<file path="src/rtl/bc_framer.sv">
// Byte framer: packs a 16-bit word stream into frames of
// SYNC, LEN, payload (MSB first) and an XOR checksum.
module bc_framer #(
    parameter int unsigned WORDS_PER_FRAME = 4,
    parameter logic [7:0]  SYNC_BYTE       = 8'hA5,
    parameter int unsigned STALL_TIMEOUT   = 0
) (
    input  logic        clk,
    input  logic        rst,
    output logic        word_in_rdy,
    input  logic        word_in_valid,
    input  logic [15:0] word_in_data,
    input  logic        byte_out_rdy,
    output logic        byte_out_valid,
    output logic [7:0]  byte_out_data,
    output logic        busy,
    output logic [15:0] frame_cnt,
    output logic        timeout_err
);

    localparam int unsigned WCNT_W  = 7;
    localparam int unsigned STALL_W = (STALL_TIMEOUT > 0) ? $clog2(STALL_TIMEOUT + 1) : 1;

    localparam logic [WCNT_W-1:0] WPF      = WCNT_W'(WORDS_PER_FRAME);
    localparam logic [7:0]        LEN_BYTE = 8'(2 * WORDS_PER_FRAME);

    localparam logic [2:0] ST_IDLE  = 3'd0;
    localparam logic [2:0] ST_SYNC  = 3'd1;
    localparam logic [2:0] ST_LEN   = 3'd2;
    localparam logic [2:0] ST_FETCH = 3'd3;
    localparam logic [2:0] ST_HI    = 3'd4;
    localparam logic [2:0] ST_LO    = 3'd5;
    localparam logic [2:0] ST_CSUM  = 3'd6;

    logic [2:0]         state_q, state_d;
    logic [15:0]        word_q, word_d;
    logic [7:0]         csum_q, csum_d;
    logic [WCNT_W-1:0]  wcnt_q, wcnt_d;
    logic [STALL_W-1:0] stall_q, stall_d;
    logic [15:0]        frame_cnt_q, frame_cnt_d;
    logic               timeout_err_q, timeout_err_d;
    logic               byte_out_valid_q, byte_out_valid_d;
    logic [7:0]         byte_out_data_q, byte_out_data_d;
    logic               busy_q, busy_d;

    logic stall_hit;
    logic byte_xfer;
    logic word_xfer;

    // Pad cycle: the stall counter has reached the limit, so no word is taken.
    assign stall_hit   = (STALL_TIMEOUT != 0) && (state_q == ST_FETCH) &&
                         (stall_q == STALL_W'(STALL_TIMEOUT));
    assign word_in_rdy = (state_q == ST_FETCH) && !stall_hit;
    assign byte_xfer   = byte_out_valid_q && byte_out_rdy;
    assign word_xfer   = word_in_valid && word_in_rdy;

    always_comb begin
        state_d          = state_q;
        word_d           = word_q;
        csum_d           = csum_q;
        wcnt_d           = wcnt_q;
        stall_d          = stall_q;
        frame_cnt_d      = frame_cnt_q;
        timeout_err_d    = 1'b0;
        byte_out_valid_d = 1'b0;
        byte_out_data_d  = byte_out_data_q;

        case (state_q)
            ST_IDLE: begin
                if (word_in_valid) begin
                    state_d = ST_SYNC;
                    csum_d  = 8'h00;
                    wcnt_d  = '0;
                end
            end
            ST_SYNC: begin
                if (byte_xfer) state_d = ST_LEN;
            end
            ST_LEN: begin
                if (byte_xfer) begin
                    csum_d  = csum_q ^ LEN_BYTE;
                    stall_d = '0;
                    state_d = ST_FETCH;
                end
            end
            ST_FETCH: begin
                if (word_xfer) begin
                    word_d  = word_in_data;
                    stall_d = '0;
                    state_d = ST_HI;
                end else if (stall_hit) begin
                    word_d        = 16'h0000;
                    stall_d       = '0;
                    timeout_err_d = 1'b1;
                    state_d       = ST_HI;
                end else if (STALL_TIMEOUT != 0) begin
                    stall_d = stall_q + STALL_W'(1);
                end
            end
            ST_HI: begin
                if (byte_xfer) begin
                    csum_d  = csum_q ^ byte_out_data_q;
                    state_d = ST_LO;
                end
            end
            ST_LO: begin
                if (byte_xfer) begin
                    csum_d  = csum_q ^ byte_out_data_q;
                    wcnt_d  = wcnt_q + WCNT_W'(1);
                    stall_d = '0;
                    state_d = (wcnt_d == WPF) ? ST_CSUM : ST_FETCH;
                end
            end
            ST_CSUM: begin
                if (byte_xfer) begin
                    frame_cnt_d = frame_cnt_q + 16'd1;
                    state_d     = ST_IDLE;
                end
            end
            default: state_d = ST_IDLE;
        endcase

        // Present the byte belonging to the state being entered (or held).
        case (state_d)
            ST_SYNC: begin byte_out_valid_d = 1'b1; byte_out_data_d = SYNC_BYTE;    end
            ST_LEN:  begin byte_out_valid_d = 1'b1; byte_out_data_d = LEN_BYTE;     end
            ST_HI:   begin byte_out_valid_d = 1'b1; byte_out_data_d = word_d[15:8]; end
            ST_LO:   begin byte_out_valid_d = 1'b1; byte_out_data_d = word_d[7:0];  end
            ST_CSUM: begin byte_out_valid_d = 1'b1; byte_out_data_d = csum_d;       end
            default: byte_out_valid_d = 1'b0;
        endcase

        busy_d = (state_d != ST_IDLE);
    end

    always_ff @(posedge clk) begin
        if (rst) begin
            state_q          <= ST_IDLE;
            word_q           <= 16'h0000;
            csum_q           <= 8'h00;
            wcnt_q           <= '0;
            stall_q          <= '0;
            frame_cnt_q      <= 16'h0000;
            timeout_err_q    <= 1'b0;
            byte_out_valid_q <= 1'b0;
            byte_out_data_q  <= 8'h00;
            busy_q           <= 1'b0;
        end else begin
            state_q          <= state_d;
            word_q           <= word_d;
            csum_q           <= csum_d;
            wcnt_q           <= wcnt_d;
            stall_q          <= stall_d;
            frame_cnt_q      <= frame_cnt_d;
            timeout_err_q    <= timeout_err_d;
            byte_out_valid_q <= byte_out_valid_d;
            byte_out_data_q  <= byte_out_data_d;
            busy_q           <= busy_d;
        end
    end

    assign byte_out_valid = byte_out_valid_q;
    assign byte_out_data  = byte_out_data_q;
    assign busy           = busy_q;
    assign frame_cnt      = frame_cnt_q;
    assign timeout_err    = timeout_err_q;

endmodule

</file>
<file path="config.mk">
export PLATFORM = sky130hd
export DESIGN_NAME = bc_framer
export DESIGN_NICKNAME = d
export VERILOG_FILES = /design/src/rtl/bc_framer.sv
export SDC_FILE = /design/constraint.sdc
export NUM_CORES = 1
export LEC_CHECK = 0
export ABC_AREA = 1
export CAP_MARGIN = 0
export CORE_AREA = 2 2 94 96
export CTS_CLUSTER_DIAMETER = 50
export DETAILED_ROUTE_END_ITERATION = 12
export DIE_AREA = 0 0 96 98
export PLACE_DENSITY = 0.57
export REMOVE_ABC_BUFFERS = 1
export SYNTH_ARGS = -nofsm -noshare
export SYNTH_HDL_FRONTEND = slang
export SYNTH_SLANG_ARGS = --single-unit
</file>
<file path="constraint.sdc">
create_clock -name clk -period 5.1 [get_ports clk]
set_input_delay 0.51 -clock clk [delete_from_list [all_inputs] [get_ports clk]]
set_output_delay 0.51 -clock clk [all_outputs]
set_load 0.01 [all_outputs]
</file>
After elaboration in Yosys (flattened, before gate mapping)
Index checks and enable logic that the tools add are counted.
{ "classes": {"n_addsub": 2, "eq_ne": 14, "muxes": 20, "n_bitwise": 2, "n_reduce_logical": 10} }
{ "op_table": {"columns": ["cell", "count"], "rows": [
  ["8-bit one-hot mux with 5 select lines", 1],
  ["16-bit 2-to-1 mux", 2],
  ["3-bit 2-to-1 mux", 8],
  ["8-bit one-hot mux with 3 select lines", 1],
  ["3-bit one-hot mux with 7 select lines", 1],
  ["3-bit equality test (second input constant)", 6],
  ["16-bit by 1-bit adder with 16-bit output (second input constant)", 1],
  ["8-bit 2-to-1 mux", 2],
  ["7-bit 2-to-1 mux", 2],
  ["7-bit one-hot mux with 2 select lines", 1],
  ["3-bit by 2-bit equality test with 1-bit output (second input constant)", 3],
  ["8-bit XOR", 1],
  ["7-bit by 1-bit adder with 7-bit output (second input constant)", 1],
  ["7-bit by 3-bit equality test with 1-bit output (second input constant)", 1],
  ["3-bit by 1-bit equality test with 1-bit output (second input constant)", 2],
  ["5-bit nonzero test", 1],
  ["5-bit OR reduction", 1],
  ["4-bit 2-to-1 mux", 1],
  ["2-bit != test (second input constant)", 2],
  ["3-bit zero test", 1],
  ["3-bit AND reduction", 1],
  ["3-bit nonzero test", 1],
  ["1-bit logical AND", 2],
  ["2-bit AND reduction", 1],
  ["4 further kinds", 4]
]} }
{ "totals": {"register_bits": 60, "in_bits": 20, "output_inout_bits": 28} }

Depth between registers and ports, before layout
Gate-level depths: netlist (run 1).
{ "logic_depth": {"depth_word": 8, "depth_mapped": 14} }

Worst setup path after synthesis (run 1)
Ideal clock, no wire load.
{ "synth_timing": {"kind": "input port to flip-flop", "from": "input byte_out_rdy", "to": "register byte_out_data_q[0] (netlist: byte_out_data[0])", "setup_time_ns": 0.117, "arrival_time_ns": 1.700, "slack_ns": 3.283, "cell_stages": 11, "path_buffers": 1, "cell_sequence": "nand2_2 inv_2 buf_4 nor2_1 o21ai_2 nor2_8 inv_4 nand3_4 nand3_4 o21ai_0 nor2_1"} }
{ "synth_via": {"elab_chain_cells": 5} }
{ "synth_lines": {"columns": ["item", "line_no", "source"], "rows": [
  ["from (decl)", "13", "input logic byte_out_rdy,"],
  ["1-bit logical AND (*)", "54", "assign byte_xfer = byte_out_valid_q && byte_out_rdy;"],
  ["3-bit 2-to-1 mux (on tied branches)", null, null],
  ["3-bit one-hot mux with 7 select lines", "68", "case (state_q)"],
  ["3-bit equality test, or another cell as far along", "124", "case (state_d)"],
  ["8-bit one-hot mux with 5 select lines / 5-bit nonzero test (equally long branches)", null, null],
  ["to (signal assigned)", "157", "byte_out_data_q <= byte_out_data_d;"],
  ["to (decl)", "43", "logic [7:0] byte_out_data_q, byte_out_data_d;"]
]} }
Mark *: on every way between the ends. The rest lies on a longest branch, timed or not.
A chain may end at the register's enable or synchronous reset.

Final worst setup path (run 1)
{ "layout_timing": {"from": "register state_q[2]", "to": "register byte_out_data_q[0] (netlist: byte_out_data[0])"} }
{ "layout_via": {"elab_chain_cells": 6} }
{ "layout_lines": {"columns": ["item", "line_no", "source"], "rows": [
  ["from (decl)", "35", "logic [2:0] state_q, state_d;"],
  ["from (signal assigned)", "149", "state_q <= state_d;"],
  ["3-bit by 2-bit equality test with 1-bit output", null, null],
  ["1-bit logical AND", "55", "assign word_xfer = word_in_valid && word_in_rdy;"],
  ["3-bit 2-to-1 mux", "87", "if (word_xfer) begin"],
  ["3-bit one-hot mux with 7 select lines", "68", null],
  ["3-bit equality test, or another cell as far along", "124", null],
  ["8-bit one-hot mux with 5 select lines / 5-bit nonzero test (equally long branches)", null, null]
]} }
Parallel ways exist; a longest one is shown, timed or not.

==> impl_metrics.csv, run 1 <==
group,metric,value,unit
route,drt_pass1_iterations,4,
logic_synthesis,avgSynthCellArea,7.03,sq um
floorplan,start_util,36.7,%
global_routing,overflow,0,
route,ant_nets,0,
logic_synthesis,syn_inst,442,
placement,pre_cts_slack,2.11,ns
global_routing,busiest_layer,"met2",
global_routing,grtUsageMet1,19.3,%
floorplan,rows,34,
timing,relSlewSlack,36.2,%
finish,fin_cells,599,
critical_path,criticalPathCategory,"flip-flop to flip-flop",
placement,place_congestion,0.851,
timing,max_freq,379,MHz
global_routing,grt_pass1_vias,2652,
timing,drv_slew,0,
timing,finalHoldViolCount,0,
finish,drive_gt1_share,9.78,%
critical_path,cp_max_fo,29,
clock_network,cts_sinks,60,
route,wl_per_cell,10.9,um
critical_path,crit_path_max_incr_delay,0.69,ns
status,outcome,"finished, final reports clean",
timing,skew,0.00519,ns
critical_path,critPathTopFamily,"simple AND/OR/NAND/NOR gates",
clock_network,cts_root_buf,"clkbuf_8",
power,max-vdd-ir-drop,129,uV
global_routing,grt.met2_usage,23.6,%
power,power_density,266,mW/mm^2
critical_path,endpoint,"byte_out_data[0]$_SDFFE_PP0P_",
critical_path,crit_buf_inv,1,
clock_network,tritoncts,"done",
timing,worst_slack,2.46,ns
clock_network,cts_inserted_buffers,9,
critical_path,cpMaxStageDelayCell,"nand2_1",
timing,worst_pin_slew,0.955,ns
finish,layout_commonest_cell,"inv_1",
clock_network,clock_latency,0.33,ns
global_routing,antenna_found_initial,0,
critical_path,arrival,2.85,ns
critical_path,reg2reg_slack,2.46,ns
timing,min_period,2.64,ns
timing,setup_viol,0,
logic_synthesis,yosys-top-cells-area,"dfxtp_1 39%, inv_1 8.1%, nor2_1 7.8%",
timing,whs,0.470,ns
critical_path,crit_start,"state_q[2]$_SDFF_PP0_",
timing,timing.setup.tns,0,ns
finish,post-route-util,45.1,%
placement,place_hpwl,4830,um
logic_synthesis,yosysWarnings,0,
logic_synthesis,synth_top_area_cell,"dfxtp_1",
job,max_cap_viol_count,0,
critical_path,cp-end-kind,"flip-flop",
global_routing,grt_max_degree,47,
finish,nNetsFinal,509,
logic_synthesis,yosysSeqAreaShare,38.6,%
placement,numPlacedInstances,584,
clock_network,ctsResizeCount,0,
placement,io_buffers,46,
finish,area_growth,22.7,%
logic_synthesis,yosysTopAreaCellShare,38.6,%
route,vias,2811,
timing,fin_crit_sh,51.7,%
finish,fill_cells,872,
critical_path,crit_path_cell_trace,"inv_2 -> nand2_2 -> nor2_4 -> nand2_1 -> nand2_1 -> nor2_1 -> nand2_2 -> nand2_1 -> nand3_4 -> o21ai_0 -> nor2_1",
critical_path,worstRegToRegCells,11,
finish,n_antenna_cell,0,
clock_network,clk_pin_slew,0.06,ns
clock_network,hold_buffers,0,
route,drc_errors,0,
global_routing,use_met3,2.78,%
route,wl,6540,um
route,first_iter_violations,132,
floorplan,core-area,0.00847,sq mm
critical_path,path_depth,11,
floorplan,die_h,98,um
floorplan,io_pins,48,
critical_path,start_kind,"flip-flop",
power,p_total,1.02,mW
critical_path,r2r-end,"byte_out_data[0]$_SDFFE_PP0P_",
power,p_leak,1.56,nW
clock_network,cts_max_path_buffers,2,
logic_synthesis,ys_ff_latch,60,
logic_synthesis,syn_area,0.00311,sq mm
timing,rsz0062_at_grt,"false",
critical_path,required,5.32,ns
critical_path,worstReg2RegStart,"state_q[2]$_SDFF_PP0_",
logic_synthesis,synth_cell_types,39,
min_path,hp-class,"flip-flop to flip-flop",
placement,placed_cell_area,0.00365,sq mm
global_routing,grt.total_usage,14.9,%
clock_network,post-cts-setup-buffers,0,
floorplan,die_w,96,um
finish,final_cell_mix,"67 x inv_1, 65 x nor2_1, 63 x nand2_1",
route,via_per_inst,4.69,
logic_synthesis,async_flop_share,0,%
logic_synthesis,yosys_most_used_dff,"dfxtp_1",
critical_path,path_common_cell,"nand2_1",
finish,design_area,0.00382,sq mm
floorplan,dieArea,0.00941,sq mm
clock_network,h-tree-depth,3,
global_routing,grt_pass1_wl,11300,um
logic_synthesis,synth-edff-count,0,
-- layer usage --
metal / up-vias / share of wire [%]
li1: 1497 / -
met1: 1251 / 48
met2: 52 / 46
met3: 11 / 4.1
met4: 0 / 1.6
met5: - / 0
-- kinds of logic (layout without fill, tap and decap cells) --
family	Yosys count	count (layout)	share of synthesized area, %
flip-flops	60	60	38.6
adder cells (fa/ha/maj)	2	2	0.805
AO/OA/AOI/OAI	72	72	12.4
XOR/XNOR	8	8	2.25
AND/OR/NAND/NOR	208	208	33.4
buffers and inverters	87	136	11.2
other	1	1	0.121
multiplexers	4	4	1.29
-- tightest hold or removal path, delay by kind of cell (launching register included) --
family / cells / cell delay (ns)
buf+inv: 1 / 0.06
flops: 1 / 0.31
compound gates: 1 / 0.06
-- cells in the mapped netlist (2+ instances only) --
cell and n:
a21oi_1 23, nand3_1 36, inv_4 2, nand3_2 2, nor3b_1 2, dfxtp_1 60
nor2_2 2, nor2_1 65, o21ai_0 26, buf_2 4, inv_1 67, ha_1 2
o21ai_1 14, clkbuf_1 6, nor3_1 6, nand4_1 8, mux2i_1 4, xor2_1 5
nand2_2 8, buf_4 3, inv_2 5, a31oi_1 2, xnor2_1 3, nand3b_1 2
o21a_1 2, nor2_4 6, nand2_1 63, nand3_4 3
-- flip-flops by register name, indices dropped and copies added (netlist names) --
name            count
frame_cnt          16
word_q             16
byte_out_data       8
csum_q              8
wcnt_q              7
state_q             3
busy                1
byte_out_valid      1
-- power breakdown --
group          internal [mW]  total, mW  switching (mW)
Combinational         0.0605      0.148          0.0877
Sequential             0.483      0.496          0.0129
Clock                  0.199      0.371           0.173
Total                  0.742       1.02           0.273
-- worst min path at each step --
stage | startpoint | endpoint | slack, ns | cells past startpoint
final | frame_cnt[15]$_SDFFE_PP0P_ | frame_cnt[15]$_SDFFE_PP0P_ | 0.47 | 2
after global routing | frame_cnt[15]$_SDFFE_PP0P_ | frame_cnt[15]$_SDFFE_PP0P_ | 0.52 | 2
after floorplan | wcnt_q[6]$_SDFFE_PP0P_ | wcnt_q[6]$_SDFFE_PP0P_ | 0.44 | 2
after global placement | frame_cnt[15]$_SDFFE_PP0P_ | frame_cnt[15]$_SDFFE_PP0P_ | 0.46 | 2
after CTS | frame_cnt[15]$_SDFFE_PP0P_ | frame_cnt[15]$_SDFFE_PP0P_ | 0.48 | 2
after detailed placement | frame_cnt[15]$_SDFFE_PP0P_ | frame_cnt[15]$_SDFFE_PP0P_ | 0.47 | 2
-- cell type report --
cell class	count	area, sq um	area share [%]
Multi-Input combinational cell	295	1560	40.9
Sequential cell	60	1200	31.5
Timing Repair Buffer	47	468	12.3
Inverter	74	283	7.41
Clock buffer	13	159	4.16
Tap cell	108	135	3.54
Clock inverter	2	10.0	0.262
(Power assumes the default switching activity.)
==> inputs of run 2 (changes only) <==
PLACE_DENSITY = 0.59   (was 0.57)
clock period = 2.3 ns   (was 5.1 ns; I/O delays follow)
==> run 2 against run 1 <==
Net effect: critical path depth grew 3; critical endpoint is now byte_out_data[2]$_SDFFE_PP0P_; largest power group unchanged; largest cell class unchanged; wire length is 5.0% higher; hold slack better by 0.0073 ns.
==> impl_metrics.csv, run 2 (synthesis results as in run 1) <==
group,metric,value,unit
status,outcome,"finished, final reports clean",
timing,setup_viol,0,
clock_network,clock_latency,0.33,ns
global_routing,grt_pass1_wl,12000,um
finish,n_antenna_cell,0,
timing,skew,0.00721,ns
global_routing,grt_pass1_vias,2608,
placement,place_hpwl,5100,um
route,ant_nets,0,
clock_network,tritoncts,"done",
finish,fill_cells,872,
clock_network,cts_root_buf,"clkbuf_8",
finish,design_area,0.00389,sq mm
floorplan,core-area,0.00847,sq mm
floorplan,io_pins,48,
clock_network,post-cts-setup-buffers,0,
route,vias,2835,
power,power_density,621,mW/mm^2
power,max-vdd-ir-drop,391,uV
min_path,hp-class,"flip-flop to flip-flop",
finish,drive_gt1_share,10.9,%
floorplan,die_h,98,um
route,wl_per_cell,11.4,um
clock_network,h-tree-depth,3,
finish,register_area,0.00120,sq mm
critical_path,start_kind,"flip-flop",
power,p_leak,1.60,nW
route,via_per_inst,4.69,
critical_path,required,2.53,ns
finish,layout_commonest_cell,"inv_1",
floorplan,die_w,96,um
route,route.met2.wl,3230,um
finish,fin_cells,604,
critical_path,arrival,2.25,ns
timing,fin_crit_sh,88.0,%
critical_path,cp-end-kind,"flip-flop",
timing,finalHoldViolCount,0,
floorplan,dieArea,0.00941,sq mm
timing,whs,0.478,ns
route,highest_layer,"met4",
timing,min_period,2.02,ns
global_routing,overflow,0,
placement,pre_cts_slack,0.190,ns
critical_path,cp_max_fo,11,
critical_path,criticalPathCategory,"flip-flop to flip-flop",
floorplan,start_util,36.7,%
clock_network,clk_pin_slew,0.06,ns
route,wl_met1,3230,um
finish,nNetsFinal,514,
timing,rsz0062_at_grt,"false",
route,drc_errors,0,
placement,place_congestion,0.834,
placement,io_buffers,46,
job,max_cap_viol_count,0,
floorplan,rows,34,
finish,area_growth,25.1,%
clock_network,cts_inserted_buffers,9,
route,wl,6870,um
route,drt_pass1_iterations,4,
timing,timing.setup.tns,0,ns
route,wl_met3,338,um
route,first_iter_violations,114,
timing,worst_slack,0.277,ns
global_routing,grt.total_usage,16.0,%
global_routing,antenna_found_initial,0,
timing,max_freq,494,MHz
clock_network,cts_max_path_buffers,2,
finish,multi_input_area,0.00156,sq mm
power,p_total,2.42,mW
timing,drv_slew,0,
clock_network,cts_sinks,60,
placement,numPlacedInstances,589,
placement,placed_cell_area,0.00368,sq mm
finish,post-route-util,46.0,%
global_routing,grt_max_degree,29,
finish,final_cell_mix,"67 x inv_1, 65 x nor2_1, 62 x nand2_1",
run 2: cell type report:
| cell class | instances | area share [%] |
|---|---|---|
| clock buffer | 14 | 4.44 |
| clock inverter | 1 | 0.772 |
| sequential | 60 | 30.9 |
| multi-input combinational | 295 | 40.2 |
| timing repair buffer | 52 | 13.0 |
| inverter | 74 | 7.27 |
| tap | 108 | 3.47 |
run 2: per-layer routing:
metal  global-route usage (%)  up-vias
li1                         -     1512
met1                     20.4     1262
met2                     26.3       53
met3                     5.25        8
met4                     3.30        0
met5                        0        -
run 2: final timing paths:
| path | start | endpoint | slack (ns) | cells past startpoint |
|---|---|---|---|---|
| hold reg to reg | wcnt_q[6]$_SDFFE_PP0P_ | wcnt_q[6]$_SDFFE_PP0P_ | 0.48 | 2 |
| setup reg to reg | wcnt_q[0]$_SDFFE_PP0P_ | byte_out_data[2]$_SDFFE_PP0P_ | 0.28 | 14 |
| setup / recovery | wcnt_q[0]$_SDFFE_PP0P_ | byte_out_data[2]$_SDFFE_PP0P_ | 0.28 | 14 |
| hold / removal | wcnt_q[6]$_SDFFE_PP0P_ | wcnt_q[6]$_SDFFE_PP0P_ | 0.48 | 2 |
run 2: worst max-delay path: stages (launching register included):
cell	delay [ns]
dfxtp_1	0.38
ha_1	0.23
nand2_1	0.11
nor2_1	0.11
nand3_1	0.09
nand2_1	0.10
nand3_1	0.08
nand2_1	0.07
nand2_1	0.06
nand2_2	0.19
nand2_2	0.13
nand2_1	0.15
nand3_1	0.10
nor2_1	0.09
nor2_1	0.04
run 2: power breakdown:
| group | leakage [nW] | total, mW | switching (mW) | internal (mW) |
|---|---|---|---|---|
| Combinational | 1.01 | 0.339 | 0.200 | 0.138 |
| Clock | 0.103 | 0.977 | 0.393 | 0.585 |
| Sequential | 0.485 | 1.10 | 0.0288 | 1.07 |
| Total | 1.60 | 2.42 | 0.622 | 1.79 |
run 2: repair_timing:
item | 4_1_cts | 5_1_grt
hold endpoints to repair | 0 | 0
hold buffers | 0 | 0
gates resized for setup | 0 | 1
endpoints found under the setup margin | 0 | 5
==> inputs of run 3 (changes only) <==
CAP_MARGIN = not set   (was 0)
CTS_CLUSTER_DIAMETER = 120   (was 50)
==> results of run 3 <==
Same layout as run 2: the final DEF is identical, and so are final timing and power.
